### config.mk
export PLATFORM = sky130hd
export DESIGN_NAME = i2c_txn_queue
export DESIGN_NICKNAME = d
export VERILOG_FILES = /design/src/rtl/i2c_txn_queue.sv
export SDC_FILE = /design/constraint.sdc
export NUM_CORES = 1
export LEC_CHECK = 0
export BUFFER_PORTS_ARGS = -buffer_cell sky130_fd_sc_hd__buf_4
export CORE_MARGIN = 5
export CORE_UTILIZATION = 40
export CTS_BUF_LIST = sky130_fd_sc_hd__clkbuf_8 sky130_fd_sc_hd__clkbuf_16
export DETAILED_ROUTE_END_ITERATION = 7
export MAX_ROUTING_LAYER = met4
export PLACE_DENSITY = 0.68
export SLEW_MARGIN = 10
export SYNTH_ARGS = -nofsm -noshare
export SYNTH_HDL_FRONTEND = slang
export SYNTH_SLANG_ARGS = --single-unit
### constraint.sdc
create_clock -name clk -period 3.7 [get_ports clk]
set_clock_uncertainty 0.2 [all_clocks]
set_input_delay 0.74 -clock clk [delete_from_list [all_inputs] [get_ports clk]]
set_output_delay 0.74 -clock clk [all_outputs]
set_load 0.01 [all_outputs]
### src/rtl/i2c_txn_queue.sv
// i2c_txn_queue: FIFO of single-byte I2C write requests feeding the byte master.
// Ports: clk, reset (sync, active-high); host side in_valid/in_ready/in_addr/in_data;
//   master side m_start/m_addr/m_data out, m_done/m_nack in; status err, err_count,
//   level, idle. Optional NACK retry is built when I2C_TXN_RETRY_EN is defined.
module i2c_txn_queue #(
  parameter int DEPTH     = 4,
  parameter int GAP_CYC   = 8,
  parameter int MAX_RETRY = 3
) (
  input  logic                     clk,
  input  logic                     reset,
  input  logic                     in_valid,
  output logic                     in_ready,
  input  logic [6:0]               in_addr,
  input  logic [7:0]               in_data,
  output logic                     m_start,
  output logic [6:0]               m_addr,
  output logic [7:0]               m_data,
  input  logic                     m_done,
  input  logic                     m_nack,
  output logic                     err,
  output logic [7:0]               err_count,
  output logic [$clog2(DEPTH):0]   level,
  output logic                     idle
);

  localparam int AW = $clog2(DEPTH);
  localparam int LW = AW + 1;
  localparam int GW = $clog2(GAP_CYC + 1);

  if (DEPTH < 2 || (DEPTH & (DEPTH - 1)) != 0 ||
      GAP_CYC < 1 || MAX_RETRY < 0) begin : g_bad_param
    $error("i2c_txn_queue: illegal parameter value");
  end

  typedef struct packed {
    logic [6:0] addr;
    logic [7:0] data;
  } entry_t;

  typedef enum logic [1:0] {
    S_IDLE,
    S_ISSUE,
    S_WAIT,
    S_GAP
  } state_t;

  state_t state;
  state_t state_nx;

  entry_t          mem [DEPTH];
  entry_t          head;
  logic [AW-1:0]   wptr;
  logic [AW-1:0]   rptr;
  logic [LW-1:0]   cnt;
  logic            full;
  logic            empty;
  logic            push;
  logic            pop;

  logic            done_ev;
  logic            nack_ev;
  logic            drop;
  logic            retry_now;
  logic            retry_pend;

  logic [GW-1:0]   gap_cnt;
  logic            gap_zero;

  logic            start_nx;
  logic [6:0]      addr_nx;
  logic [7:0]      data_nx;
  logic            err_nx;
  logic [7:0]      ecnt_nx;

  // ---------------- queue ----------------
  assign full     = (cnt == LW'(DEPTH));
  assign empty    = (cnt == '0);
  assign in_ready = !full;
  assign level    = cnt;
  assign idle     = empty && (state == S_IDLE);
  assign push     = in_valid && !full;
  assign pop      = (state == S_IDLE) && !empty;
  assign head     = mem[rptr];

  always_ff @(posedge clk) begin
    if (reset) begin
      wptr <= '0;
      rptr <= '0;
      cnt  <= '0;
    end else begin
      if (push) wptr <= wptr + 1'b1;
      if (pop)  rptr <= rptr + 1'b1;
      cnt <= cnt + LW'(push) - LW'(pop);
    end
  end

  // Storage needs no reset: pointers define validity.
  always_ff @(posedge clk) begin
    if (push) begin
      mem[wptr] <= '{addr: in_addr, data: in_data};
    end
  end

  // ---------------- completion / retry ----------------
  assign done_ev = (state == S_WAIT) && m_done;
  assign nack_ev = done_ev && m_nack;

`ifdef I2C_TXN_RETRY_EN
  localparam int RW = (MAX_RETRY < 1) ? 1 : $clog2(MAX_RETRY + 1);

  logic [RW-1:0] retry_cnt;
  logic          can_retry;

  assign can_retry = ({1'b0, retry_cnt} < (RW + 1)'(MAX_RETRY));
  assign retry_now = nack_ev && can_retry;
  assign drop      = nack_ev && !can_retry;

  always_ff @(posedge clk) begin
    if (reset) begin
      retry_cnt  <= '0;
      retry_pend <= 1'b0;
    end else if (pop) begin
      retry_cnt  <= '0;
      retry_pend <= 1'b0;
    end else if (retry_now) begin
      retry_cnt  <= retry_cnt + 1'b1;
      retry_pend <= 1'b1;
    end else if (state == S_GAP && gap_zero) begin
      retry_pend <= 1'b0;
    end
  end
`else
  assign retry_now  = 1'b0;
  assign retry_pend = 1'b0;
  assign drop       = nack_ev;
`endif

  // ---------------- bus-free gap ----------------
  // A retry leaves GAP straight into ISSUE, skipping the IDLE
  // cycle, so it counts one extra cycle to keep the same spacing.
  assign gap_zero = (gap_cnt == '0);

  always_ff @(posedge clk) begin
    if (reset) begin
      gap_cnt <= '0;
    end else if (done_ev) begin
      gap_cnt <= retry_now ? GW'(GAP_CYC) : GW'(GAP_CYC - 1);
    end else if (state == S_GAP && !gap_zero) begin
      gap_cnt <= gap_cnt - 1'b1;
    end
  end

  // ---------------- FSM ----------------
  always_ff @(posedge clk) begin
    if (reset) state <= S_IDLE;
    else       state <= state_nx;
  end

  always_comb begin
    state_nx = state;
    unique case (state)
      S_IDLE:  if (!empty) state_nx = S_ISSUE;
      S_ISSUE: state_nx = S_WAIT;
      S_WAIT:  if (m_done) state_nx = S_GAP;
      S_GAP: begin
        if (gap_zero) begin
          state_nx = retry_pend ? S_ISSUE : S_IDLE;
        end
      end
      default: state_nx = S_IDLE;
    endcase
  end

  always_comb begin
    start_nx = 1'b0;
    addr_nx  = m_addr;
    data_nx  = m_data;
    err_nx   = drop;
    ecnt_nx  = err_count;
    if (pop) begin
      start_nx = 1'b1;
      addr_nx  = head.addr;
      data_nx  = head.data;
    end
    if (state == S_GAP && gap_zero && retry_pend) begin
      start_nx = 1'b1;
    end
    if (drop && err_count != 8'hFF) begin
      ecnt_nx = err_count + 8'd1;
    end
  end

  always_ff @(posedge clk) begin
    if (reset) begin
      m_start   <= 1'b0;
      m_addr    <= '0;
      m_data    <= '0;
      err       <= 1'b0;
      err_count <= '0;
    end else begin
      m_start   <= start_nx;
      m_addr    <= addr_nx;
      m_data    <= data_nx;
      err       <= err_nx;
      err_count <= ecnt_nx;
    end
  end

endmodule

==> results.ini <==
[min_path]
min_to=m_addr[0]$_SDFFE_PP0P_
hp-class=reg -> reg
hold_depth=1
hp-start=m_addr[0]$_SDFFE_PP0P_

[placement]
hpwlAfterDp_um=4570
finalWeightedCongestion=0.832
port-buffer-count=49
placedInstanceArea_um2=4310

[synthesis]
synthDistinctLibCells=42
synth_cells=245
synth-edff-count=60
yosysSeqAreaShare=0.671
synth_area_um2=3820
ys_top_cells_by_count=60 x edfxtp_1, 38 x dfxtp_1, 15 x a22o_1, 15 x mux4_2
synthArstFlopShare=0
synth_nets=278
synth_warnings=0
yosysTopAreaCellShare=0.472
synth.most_common_cell=edfxtp_1
yosys.area.top_type=edfxtp_1
ys_top_cells_by_area=edfxtp_1 47%, dfxtp_1 20%, mux4_2 8.8%
ys_seq_elements=98
avgSynthCellArea_um2=15.6
synthFlopType=edfxtp_1

[critical_path]
worstReg2RegEnd=level[1]$_SDFF_PP0_
end_kind=primary output
reg2reg_slack_ns=1.27
reg2reg_depth=8
worstPathRequired_ns=2.76
start_kind=flop
crit_fanout=3
critPathKind=reg -> out
r2r-start=level[2]$_SDFF_PP0_
arrival_ns=1.72

[sta]
rsz0062_at_grt=no
period_minus_slack_ns=2.66
tns_ns=0
max_slew_margin=0.451
hold_violations=0
worst_pin_slew_ns=0.823
timing.hold.ws_ns=0.285
setup_viol=0
slew_viol_final=0
fmax_mhz=377
min_period_over_period=0.718

[clock_network]
clk_latency_ns=0.35
postCtsSetupBuffers=0
cts_buffers=9
cts_tree=yes
clockBufferDepth=2
cts_hold_buffers=0
cts_resized=0
cts-root-buf=clkbuf_8
htreeDepth=3
cts_sinks=98
clk_pin_slew_ns=0.10

[routing]
viasPerCell=5.03
first_pass_iters=4
totalWireLength_um=6800
antenna_left=0
route.detailed.drc=0
drt_iter0_markers=46
wl_per_cell_um=15.7
num_vias=2173

[layout]
fin_nets=331
post-route-util=0.488
antenna-diode-count=0
final_area_um2=4530
seqCellArea_um2=2560
syn_to_final_growth_pct=18.7
multi_input_area_um2=1160
fillers=838
drive_gt1_frac=0.287

[die]
core_area_um2=9280
start_util=0.411
rows=35
die_h_um=108
die_x_um=108
die_area_um2=11600
io_pins=50

[global_routing]
grt_max_degree=25
grt_pass1_wl_um=11300
grt_antenna_before_repair=0
track_usage=0.130
grt_pass1_vias=2242
overflow=0

[power]
ir_drop_uv=419
power.density_nw_per_um2=677
p_leak_uw=0.00165

[run_status]
run_status=finished, final reports clean

[flow_run]
drv_cap=0

metal layers:
layer,part of all wire,vias up,global-route usage
met5,0,-,-
met4,0.0075,0,0.0243
met3,0.066,9,0.0426
met2,0.50,62,0.217
met1,0.43,1069,0.155
li1,-,1033,-
worst max-delay path by stage:
stage               slack [ns]             endpoint  depth (start not counted)                  start
finish                    1.04                 idle                          4  state[0]$_SDFFE_PP0P_
global route              0.93                 idle                          4  state[0]$_SDFFE_PP0P_
CTS                       1.01                 idle                          4  state[0]$_SDFFE_PP0P_
detailed placement        1.18  level[2]$_SDFF_PP0_                          9               in_valid
global placement          1.24  level[2]$_SDFF_PP0_                          9               in_valid
floorplan                 1.30  level[1]$_SDFF_PP0_                          8    level[2]$_SDFF_PP0_
layout by cell type, fill, tap and decap left out, drive strengths merged, types with 8 or more instances in the layout:
cell type / Yosys / final
a21oi: 8 / 8
edfxtp: 60 / 60
inv: 12 / 15
clkbuf: 1 / 10
dfxtp: 38 / 38
buf: 8 / 51
a22o: 15 / 15
nand2: 8 / 8
mux4: 15 / 15
nor2: 13 / 13
ha: 12 / 12
stage by stage:
stage / total power [uW] / setup slack [ns] / std cells
3_3_place_gp: 2370 / 1.24 / 416
5_1_grt: 3270 / 0.933 / 432
2_1_floorplan: 2080 / 1.30 / 245
3_5_place_dp: 2390 / 1.18 / 416
6_report: 3070 / 1.04 / 432
4_1_cts: 3120 / 1.01 / 432
worst max-delay path: stages, from the launching register on:
cell and delay, ns:
dfxtp_1 0.33, inv_1 0.10, ha_1 0.17, nor4b_1 0.53
buf_4 0.23
layout make-up:
class	count	share of cell area
clock inverter	6	0.0182
tap	129	0.0356
multi-input combinational	126	0.256
inverter	12	0.00994
timing repair buffer	51	0.0845
sequential	98	0.565
clock buffer	10	0.0304
state kept, by name, indices dropped and copies added (netlist names):
name,count
mem,60
rptr,2
wptr,2
m_addr,7
m_data,8
err_count,8
m_start,1
err,1
state,2
level,3
gap_cnt,4
logic make-up (layout without fill, tap and decap cells):
kind of cell | Yosys count | in the layout | share of synthesized area
flip-flops | 98 | 98 | 0.671
AND/OR/NAND/NOR | 52 | 52 | 0.0750
AO/OA/AOI/OAI | 34 | 34 | 0.0672
buffers and inverters | 21 | 79 | 0.0252
multiplexers | 18 | 18 | 0.0966
adder cells (fa/ha/maj) | 13 | 13 | 0.0445
XOR/XNOR | 9 | 9 | 0.0206
power breakdown:
part           total (uW)  internal [uW]  switching, uW  leakage [uW]
Sequential           1480           1350            126      0.000860
Clock                 729            346            383      0.000108
Combinational         865            463            401      0.000685
Power figures use the tool's default switching activity.
